[src/rtl/image_pipe_gain_stage.sv]
// Streaming pixel gain/offset/clip stage: Q4.8 gain with round-half-up, signed offset,
// saturation, fixed 2-cycle latency, and a small CPU register port.
module image_pipe_gain_stage #(
    parameter int unsigned DATA_W = 8,
    parameter int unsigned GAIN_W = 12
) (
    input  logic              clk,
    input  logic              rst,
    input  logic              s_valid,
    output logic              s_ready,
    input  logic [DATA_W-1:0] s_data,
    input  logic              s_sof,
    input  logic              s_eol,
    output logic              m_valid,
    input  logic              m_ready,
    output logic [DATA_W-1:0] m_data,
    output logic              m_sof,
    output logic              m_eol,
    input  logic [2:0]        cpu_addr,
    input  logic              cpu_wr,
    input  logic              cpu_rd,
    input  logic [15:0]       cpu_wdata,
    output logic [15:0]       cpu_rdata,
    output logic              cpu_rvalid
);
    localparam int unsigned GAIN_FRAC = 8;
    localparam int unsigned OFF_W     = DATA_W + 1;
    localparam int unsigned PROD_W    = DATA_W + GAIN_W;
    localparam int unsigned RND_W     = PROD_W + 1 - GAIN_FRAC;
    localparam int unsigned SUM_W     = PROD_W + 2;

    localparam logic [GAIN_W-1:0] GAIN_ONE = GAIN_W'(1 << GAIN_FRAC);
    localparam logic [PROD_W:0]   RND_HALF = (PROD_W + 1)'(1 << (GAIN_FRAC - 1));

    localparam logic [2:0] ADDR_CTRL   = 3'd0;
    localparam logic [2:0] ADDR_GAIN   = 3'd1;
    localparam logic [2:0] ADDR_OFFSET = 3'd2;
    localparam logic [2:0] ADDR_FCNT   = 3'd3;
    localparam logic [2:0] ADDR_STATUS = 3'd4;

    // Programmed registers and the per-frame working copies.
    logic              en_q;
    logic [GAIN_W-1:0] gain_q;
    logic [OFF_W-1:0]  offset_q;
    logic [15:0]       frame_cnt_q;
    logic              sh_en_q;
    logic [GAIN_W-1:0] sh_gain_q;
    logic [OFF_W-1:0]  sh_offset_q;

    // Stage 1
    logic              s1_valid_q;
    logic [PROD_W-1:0] s1_prod_q;
    logic [DATA_W-1:0] s1_data_q;
    logic              s1_bypass_q;
    logic [OFF_W-1:0]  s1_offset_q;
    logic              s1_sof_q;
    logic              s1_eol_q;

    logic              advance;
    logic              accept;
    logic              sof_load;
    logic              cur_en;
    logic [GAIN_W-1:0] cur_gain;
    logic [OFF_W-1:0]  cur_offset;
    logic              clr;

    logic [PROD_W:0]   prod_rnd;
    logic [RND_W-1:0]  rounded;
    logic [SUM_W-1:0]  sum;
    logic [DATA_W-1:0] pix_out;
    logic [15:0]       rd_mux;
    logic              unused_bits;

    assign advance  = !m_valid || m_ready;
    assign s_ready  = advance;
    assign accept   = s_valid && advance;
    assign sof_load = accept && s_sof;

    // The sof beat itself already runs with freshly latched settings.
    assign cur_en     = sof_load ? en_q : sh_en_q;
    assign cur_gain   = sof_load ? gain_q : sh_gain_q;
    assign cur_offset = sof_load ? offset_q : sh_offset_q;

    assign clr = cpu_wr && (cpu_addr == ADDR_CTRL) && cpu_wdata[1];

    assign prod_rnd = {1'b0, s1_prod_q} + RND_HALF;
    assign rounded  = prod_rnd[PROD_W:GAIN_FRAC];
    assign sum      = {{(SUM_W - RND_W){1'b0}}, rounded}
                    + {{(SUM_W - OFF_W){s1_offset_q[OFF_W-1]}}, s1_offset_q};

    assign unused_bits = ^{prod_rnd[GAIN_FRAC-1:0], cpu_wdata[15:GAIN_W]};

    always_comb begin
        pix_out = sum[DATA_W-1:0];
        if (sum[SUM_W-1]) begin
            pix_out = '0;
        end else if (|sum[SUM_W-2:DATA_W]) begin
            pix_out = '1;
        end
        if (s1_bypass_q) begin
            pix_out = s1_data_q;
        end
    end

    always_ff @(posedge clk) begin
        if (rst) begin
            en_q        <= 1'b0;
            gain_q      <= GAIN_ONE;
            offset_q    <= '0;
            frame_cnt_q <= '0;
            sh_en_q     <= 1'b0;
            sh_gain_q   <= GAIN_ONE;
            sh_offset_q <= '0;
        end else begin
            if (cpu_wr) begin
                case (cpu_addr)
                    ADDR_CTRL:   en_q     <= cpu_wdata[0];
                    ADDR_GAIN:   gain_q   <= cpu_wdata[GAIN_W-1:0];
                    ADDR_OFFSET: offset_q <= cpu_wdata[OFF_W-1:0];
                    default:     ;
                endcase
            end
            // Clear wins over a coincident sof increment.
            if (clr) begin
                frame_cnt_q <= '0;
            end else if (sof_load) begin
                frame_cnt_q <= frame_cnt_q + 16'd1;
            end
            if (sof_load) begin
                sh_en_q     <= en_q;
                sh_gain_q   <= gain_q;
                sh_offset_q <= offset_q;
            end
        end
    end

    always_ff @(posedge clk) begin
        if (rst) begin
            s1_valid_q  <= 1'b0;
            s1_prod_q   <= '0;
            s1_data_q   <= '0;
            s1_bypass_q <= 1'b1;
            s1_offset_q <= '0;
            s1_sof_q    <= 1'b0;
            s1_eol_q    <= 1'b0;
            m_valid     <= 1'b0;
            m_data      <= '0;
            m_sof       <= 1'b0;
            m_eol       <= 1'b0;
        end else if (advance) begin
            s1_valid_q  <= s_valid;
            s1_prod_q   <= PROD_W'(s_data) * PROD_W'(cur_gain);
            s1_data_q   <= s_data;
            s1_bypass_q <= !cur_en;
            s1_offset_q <= cur_offset;
            s1_sof_q    <= s_sof;
            s1_eol_q    <= s_eol;
            m_valid     <= s1_valid_q;
            m_data      <= pix_out;
            m_sof       <= s1_sof_q;
            m_eol       <= s1_eol_q;
        end
    end

    always_comb begin
        rd_mux = '0;
        case (cpu_addr)
            ADDR_CTRL:   rd_mux = {15'd0, en_q};
            ADDR_GAIN:   rd_mux = 16'(gain_q);
            ADDR_OFFSET: rd_mux = 16'(offset_q);
            ADDR_FCNT:   rd_mux = frame_cnt_q;
            ADDR_STATUS: rd_mux = {15'd0, s1_valid_q || m_valid};
            default:     rd_mux = '0;
        endcase
    end

    always_ff @(posedge clk) begin
        if (rst) begin
            cpu_rvalid <= 1'b0;
            cpu_rdata  <= '0;
        end else begin
            cpu_rvalid <= cpu_rd;
            cpu_rdata  <= cpu_rd ? rd_mux : 16'd0;
        end
    end

endmodule

[config.mk]
export PLATFORM = sky130hd
export DESIGN_NAME = image_pipe_gain_stage
export DESIGN_NICKNAME = d
export VERILOG_FILES = /design/src/rtl/image_pipe_gain_stage.sv
export SDC_FILE = /design/constraint.sdc
export NUM_CORES = 1
export LEC_CHECK = 0
export ABC_CLOCK_PERIOD_IN_PS = 8700
export CAP_MARGIN = 20
export CORE_ASPECT_RATIO = 1.1
export CORE_UTILIZATION = 60
export CTS_CLUSTER_DIAMETER = 30
export CTS_CLUSTER_SIZE = 8
export DETAILED_ROUTE_END_ITERATION = 10
export GPL_TIMING_DRIVEN = 0
export PLACE_DENSITY = 0.82
export SYNTH_ARGS = -nofsm -noshare
export SYNTH_HDL_FRONTEND = slang
export SYNTH_SLANG_ARGS = --single-unit
[constraint.sdc]
create_clock -name clk -period 8.7 [get_ports clk]
set_input_delay 1.305 -clock clk [delete_from_list [all_inputs] [get_ports clk]]
set_output_delay 1.305 -clock clk [all_outputs]
set_load 0.03 [all_outputs]
==> Yosys cells after proc, flatten, opt, wreduce, memory -nomap -nowiden <==
Index checks and enable logic that the tools add are counted.
{ "op_classes": {"addsub": 3, "mul": 1, "eq_ne": 4, "muxes": 7, "bitwise": 1, "n_reduce_logical": 15} }
{ "ops": {"columns": ["op", "n"], "rows": [
  ["16-bit case mux with 5 select lines", 1],
  ["8-bit two-way mux", 3],
  ["20-bit by 8-bit adder with 21-bit output (second input constant)", 1],
  ["8-bit by 12-bit multiplier with 20-bit output", 1],
  ["16-bit by 1-bit adder with 16-bit output (second input constant)", 1],
  ["14-bit by 9-bit adder with 15-bit output", 1],
  ["13-bit OR reduction", 1],
  ["12-bit two-way mux", 1],
  ["9-bit two-way mux", 1],
  ["3-bit by 2-bit equality test with 1-bit output (second input constant)", 2],
  ["2-bit AND reduction", 3],
  ["1-bit logical AND", 4],
  ["2-bit OR reduction", 2],
  ["3-bit by 1-bit equality test with 1-bit output (second input constant)", 1],
  ["3-bit equality test (second input constant)", 1],
  ["3-bit logical NOT", 1],
  ["1-bit logical NOT", 2],
  ["1-bit logical OR", 2],
  ["1-bit two-way mux", 1],
  ["1-bit inverter", 1]
]} }
{ "word_totals": {"register_bits": 129, "in_bits": 35, "out_inout_bits": 29, "word_cells": 51} }

==> Longest topological paths before layout <==
{ "depth": {"word_depth": 6, "ltp_mapped": 22, "depth_no_buf": 20} }

==> Worst setup path after synthesis <==
No wires, ideal clock.
{ "synth_timing": {"path_kind": "input-to-reg", "start": "input port m_ready", "end": "register s1_prod_q[16]", "setup_time_ns": 0.087, "arrival_ns": 6.530, "required_ns": 8.613, "setup_slack_ns": 2.083, "stages": 20, "path_buffers": 2, "cell_sequence": "nor2b_1 buf_2 nor2_1 buf_2 mux2i_1 nor2b_1 fa_1 fa_1 fa_1 inv_1 fa_1 inv_1 ha_1 a21o_1 a21oi_1 o22ai_1 or2_2 o21a_1 o21a_1 o31ai_1"} }
{ "synth_via": {"elab_chain_len": 5} }
{ "synth_lines": {"columns": ["item", "line_no", "text"], "rows": [
  ["start, declared", "15", "input logic m_ready,"],
  ["1-bit logical OR (*)", "74", "assign advance = !m_valid || m_ready;"],
  ["1-bit logical AND", "76", "assign accept = s_valid && advance;"],
  ["1-bit logical AND", "77", "assign sof_load = accept && s_sof;"],
  ["12-bit two-way mux", null, null],
  ["8-bit by 12-bit multiplier with 20-bit output", "152", "s1_prod_q <= PROD_W'(s_data) * PROD_W'(cur_gain);"],
  ["end signal, assigned", "152", null],
  ["end, declared", "52", "logic [PROD_W-1:0] s1_prod_q;"]
]} }
Every way passes the cells marked *; elsewhere a longest branch is shown, timed or not.
A chain may end at the register's enable or synchronous reset.

==> Worst setup path after layout <==
{ "layout_timing": {"start": "input port m_ready", "end": "register s1_prod_q[19]"} }
The elaborated chain is that of the path after synthesis.

==> results.env <==
RUN_STATUS='finished, final reports clean'
SYNTH_CELL_TYPES=61
CRITICAL_PATH_CAPTURE_POINT_TYPE='flop'
POWER_DENSITY_nW_PER_UM2=147
DIE_H_MICRONS=127
TIGHTEST_SLEW_PS=949
INSTANCE_COUNT_OF_THE_MAPPED_NETLIST=989
TRITONCTS_NUM_SINKS=122
CP_SLOWEST_STAGE_DELAY_PS=780
SYNTH_SEQ_CELLS=122
FLOW.AREA_GROWTH_FROM_SYNTHESIS_PCT=16.4
SYNTH_ENABLE_FLOP_CELLS=0
NETSWITCHINGPOWER_W=0.000396
SYN-NUM-NETS=1137
PLACEMENT.IO_BUFFERS=58
FLOORPLAN.IO_PINS=64
FILLERS=1053
DRIVE_ABOVE_1_SHARE=0.0491
FINAL_HOLD_VIO_COUNT=0
CLK-INSERTION-DELAY-LATE_PS=420
CHIPWIDTH_MICRONS=115
FIN_SKEW_PS=7.92
DIODES=0
TRITONCTS.NUM_BUFFERS=17
FINAL_NET_COUNT=1214
YOSYSWARNINGS=0
CRIT_TYPE='in2reg'
CRITPATHSLOWESTCELL='sky130_fd_sc_hd__mux2i_1'
CORE_SQ_UM=13800
DETAIL-ROUTE-ANTENNA-NETS=0
YOSYSSEQAREASHARE=0.288
FIRST_PASS_GRT_WIRE_LENGTH_MM=34.1
ROUTED_WL_MM=20.8
COMPOUND_CELL_AREA_SHARE_OF_THE_YOSYS_NETLIST=0.135
TOTALNEGATIVESETUPSLACK_PS=0
SEQUENTIAL_CELL_AREA_SQ_UM=2440
DPL.HPWL_MM=15.9
MIN_PERIOD_OVER_PERIOD=0.879
WORST_PATH_DOMINANT_CELL_FAMILY='adder cells'
CTS_HTREE_LEVELS=4
UNREPAIRED_SETUP_ENDPOINTS_AFTER_GLOBAL_ROUTING='false'
MAX_FREQ_GHz=0.131
GRT_START_MAX_NET_PINS=17
POST_SYNTH_MUX_AREA_SHARE=0.0446
PEAK_FANOUT_ALONG_THE_CRITICAL_PATH=10
WORST_SETUP_PATH_START_KIND='primary input'
WORST_SLEW_MARGIN_REL=0.349
DRC=0
TIMING.MAX_CAP.VIOLATIONS=0
CTS.REPAIR_TIMING.SETUP_BUFFER_COUNT=0
YOSYS_MOST_USED_DFF='sky130_fd_sc_hd__dfxtp_1'
CTS.HOLD.BUFFERS_ADDED=0
CP_COMMON_CELL='sky130_fd_sc_hd__fa_1'
DRT_FIRST_ITER_VIOLATIONS=565
YS_ASYNC_SR_FRACTION=0
FULL_DIE_AREA_SQ_UM=14600
POWER.CLOCK.FRACTION=0.465
SYN-MEAN-INSTANCE-AREA_SQ_UM=8.57
SYNTH.CELL_AREA_SQ_UM=8480
GRT_USE_TOTAL=0.300
POWER.SHARE.COMBINATIONAL=0.129
GRT_PASS1_VIAS=7207
LAUNCH_POINT_OF_THE_CRITICAL_PATH='m_ready'
CP_DATA_ARRIVAL_TIME_PS=7980
TOTAL_AREA_OF_MULTI_INPUT_COMBINATIONAL_CELLS_SQ_UM=5550
R2R-START='m_valid$_SDFFE_PP0N_'
CRITICAL_PATH_REQUIRED_PS=9030
INTERNAL-POWER_W=0.00105
NUMBER_OF_SEARCH_AND_REPAIR_ITERATIONS_IN_THE_FIRST_DETAILED_ROUTING_PASS=5
TOTAL_POWER_W=0.00145
NUM_ROWS=45
CRITICAL_PATH.CELL_CHAIN='clkdlybuf4s50_1, nor2b_1, buf_2, nor2_1, buf_2, mux2i_1, nor2b_1, fa_1, fa_1, inv_1, fa_1, inv_1, fa_1, ha_1, nand4b_1, a211o_1, a21oi_1, o2111ai_1, and3_1, a211oi_1'
SYNTH_XOR_XNOR_AREA_SHARE=0.0351
CTS.REPORTEDPATHS.CLKPINSLEW_PS=60
POWER_SWITCHING_SHARE=0.274
CRIT_BUF_INV=5
HOLD_PATH.CLASS='reg2reg'
SYNTH_TOP_FAMILY_BY_AREA='adder cells'
CTS_BUFFER_DEPTH=2
SYNTHADDERAREAFRAC=0.220
FINALSETUPVIOLATIONS=0
VIA_COUNT=7261
POST_DRT_WL_PER_CELL_MICRONS=16.4
FINALWEIGHTEDCONGESTION=0.893
GRT.OVERFLOW.TOTAL=0
SYNTH-SIMPLE-AREA-SHARE=0.220
IR_DROP_uV=144
CTS_ROOT_BUFFER='sky130_fd_sc_hd__clkbuf_16'
P_LEAK_nW=4.31
TIMING.HOLD.WORST.START='s1_data_q[2]$_SDFFE_PP0N_'
ANTENNA_VIOLATIONS_BEFORE_REPAIR=0
CTS_RESIZED=0
PERIOD_MINUS_SLACK_PS=7650
TRITONCTS_CLOCK_TREE='done'
ROUTED_VIA_COUNT_DIVIDED_BY_CELL_COUNT=5.73
FINAL-MAX-SLEW-VIOLATION-COUNT=0
INITIAL_UTILIZATION=0.615
SEQPWRFRAC=0.407
registers in the layout, summed over array words and instances, names as in the netlist:
register,count
cpu_rvalid,1
s1_prod_q,13
offset_q,9
sh_offset_q,9
s1_data_q,8
s1_valid_q,1
m_valid,1
s1_sof_q,1
sh_gain_q,12
frame_cnt_q,16
m_sof,1
sh_en_q,1
m_eol,1
cpu_rdata,16
s1_eol_q,1
en_q,1
gain_q,12
s1_offset_q,9
s1_bypass_q,1
m_data,8
cell families (layout without fill, tap and decap cells):
logic type	after synthesis	after routing
mux	37	37
buf+inv	129	219
flops	122	122
xor+xnor	34	34
compound gates	173	173
fa+ha+maj	113	113
simple gates	381	381
cells in the mapped netlist (3+ instances only):
master,n,area (sq um)
sky130_fd_sc_hd__nand2_1,128,480
sky130_fd_sc_hd__dfxtp_1,122,2440
sky130_fd_sc_hd__inv_1,88,330
sky130_fd_sc_hd__nor2_1,80,300
sky130_fd_sc_hd__a21oi_1,74,370
sky130_fd_sc_hd__fa_1,60,1200
sky130_fd_sc_hd__ha_1,53,663
sky130_fd_sc_hd__nor2b_1,50,313
sky130_fd_sc_hd__clkbuf_1,33,124
sky130_fd_sc_hd__mux2i_1,31,310
sky130_fd_sc_hd__and2_1,29,181
sky130_fd_sc_hd__a211oi_1,26,195
sky130_fd_sc_hd__nand3_1,23,115
sky130_fd_sc_hd__xor2_1,20,175
sky130_fd_sc_hd__xnor2_1,14,123
sky130_fd_sc_hd__nand2b_1,13,81.3
sky130_fd_sc_hd__and3_1,11,68.8
sky130_fd_sc_hd__nor3_1,10,50.1
sky130_fd_sc_hd__o21bai_1,10,75.1
sky130_fd_sc_hd__o21ai_0,9,45.0
sky130_fd_sc_hd__or3_1,9,56.3
sky130_fd_sc_hd__a21boi_0,8,60.1
sky130_fd_sc_hd__a21o_1,8,60.1
sky130_fd_sc_hd__mux2_2,6,67.6
sky130_fd_sc_hd__nand3b_1,6,45.0
sky130_fd_sc_hd__o21a_1,6,45.0
sky130_fd_sc_hd__o31ai_1,5,37.5
sky130_fd_sc_hd__buf_2,4,20.0
sky130_fd_sc_hd__nand4_1,4,25.0
sky130_fd_sc_hd__nor3b_1,4,30.0
sky130_fd_sc_hd__and4_1,3,26.3
sky130_fd_sc_hd__buf_1,3,11.3
sky130_fd_sc_hd__o211ai_1,3,22.5
sky130_fd_sc_hd__or2_2,3,18.8
metal layers:
layer  vias to the layer above  routed length [microns]  track usage
met4                         0                      585        0.121
met2                       229                    10300        0.523
met5                         -                        0            0
li1                       3452                        -            -
met3                        46                      965       0.0554
met1                      3534                     8870        0.361
cells in the final DEF, fill, tap and decap left out, types with 8 or more instances in the layout:
master / n
sky130_fd_sc_hd__a211oi_1: 26
sky130_fd_sc_hd__a21boi_0: 8
sky130_fd_sc_hd__a21o_1: 8
sky130_fd_sc_hd__a21oi_1: 74
sky130_fd_sc_hd__and2_1: 29
sky130_fd_sc_hd__and3_1: 11
sky130_fd_sc_hd__clkbuf_1: 34
sky130_fd_sc_hd__clkbuf_16: 17
sky130_fd_sc_hd__clkdlybuf4s50_1: 58
sky130_fd_sc_hd__dfxtp_1: 122
sky130_fd_sc_hd__fa_1: 60
sky130_fd_sc_hd__ha_1: 53
sky130_fd_sc_hd__inv_1: 88
sky130_fd_sc_hd__mux2i_1: 31
sky130_fd_sc_hd__nand2_1: 128
sky130_fd_sc_hd__nand2b_1: 13
sky130_fd_sc_hd__nand3_1: 23
sky130_fd_sc_hd__nor2_1: 80
sky130_fd_sc_hd__nor2b_1: 50
sky130_fd_sc_hd__nor3_1: 10
sky130_fd_sc_hd__o21ai_0: 9
sky130_fd_sc_hd__o21bai_1: 10
sky130_fd_sc_hd__or3_1: 9
sky130_fd_sc_hd__xnor2_1: 14
sky130_fd_sc_hd__xor2_1: 20
area by class of cell:
type | instances | share of cell area
Multi-Input combinational cell | 738 | 0.563
Sequential cell | 122 | 0.247
Timing Repair Buffer | 58 | 0.0588
Clock buffer | 18 | 0.0435
Inverter | 89 | 0.0338
Tap cell | 188 | 0.0238
Buffer | 40 | 0.0157
Clock inverter | 14 | 0.0144
power by group through the flow:
| stage | logic (W) | registers, W | clock network [W] |
|---|---|---|---|
| after floorplan | 0.000115 | 0.000604 | 0 |
| after global placement | 0.000180 | 0.000600 | 0 |
| after detailed placement | 0.000184 | 0.000600 | 0 |
| after CTS | 0.000185 | 0.000588 | 0.000675 |
| after global routing | 0.000205 | 0.000590 | 0.000700 |
| final | 0.000186 | 0.000589 | 0.000672 |
worst reg2reg max path: stages, from the launching register on:
cell                        delay [ps]
sky130_fd_sc_hd__dfxtp_1           320
sky130_fd_sc_hd__nor2b_1           130
sky130_fd_sc_hd__buf_2             200
sky130_fd_sc_hd__nor2_1            540
sky130_fd_sc_hd__buf_2             440
sky130_fd_sc_hd__mux2i_1           780
sky130_fd_sc_hd__nor2b_1           170
sky130_fd_sc_hd__fa_1              500
sky130_fd_sc_hd__fa_1              550
sky130_fd_sc_hd__inv_1              50
sky130_fd_sc_hd__fa_1              470
sky130_fd_sc_hd__inv_1              50
sky130_fd_sc_hd__fa_1              490
sky130_fd_sc_hd__ha_1              320
sky130_fd_sc_hd__nand4b_1          230
sky130_fd_sc_hd__a211o_1           370
sky130_fd_sc_hd__a21oi_1           300
sky130_fd_sc_hd__o2111ai_1         270
sky130_fd_sc_hd__and3_1            250
sky130_fd_sc_hd__a211oi_1          190
stage by stage:
step / setup slack, ps / std cells / hold WS, ps / cell area, sq um / util
2_1_floorplan: 2080 / 989 / 432 / 8480 / -
6_report: 1050 / 1267 / 455 / 9870 / 0.716
4_1_cts: 1050 / 1267 / 454 / 9870 / 0.716
3_3_place_gp: 781 / 1235 / 439 / 9300 / 0.674
3_5_place_dp: 636 / 1235 / 445 / 9300 / 0.674
5_1_grt: 728 / 1267 / 474 / 9870 / 0.716
path summary, 6_finish.rpt:
path                                     end  slack [ps]  depth (start not counted)
hold / removal     s1_data_q[2]$_SDFFE_PP0N_         450                          2
setup / recovery  s1_prod_q[19]$_SDFFE_PP0N_        1050                         20
setup reg to reg  s1_prod_q[19]$_SDFFE_PP0N_        2000                         19
hold reg to reg    s1_data_q[2]$_SDFFE_PP0N_         450                          2
No activity file was read; power rests on OpenSTA's default activity.
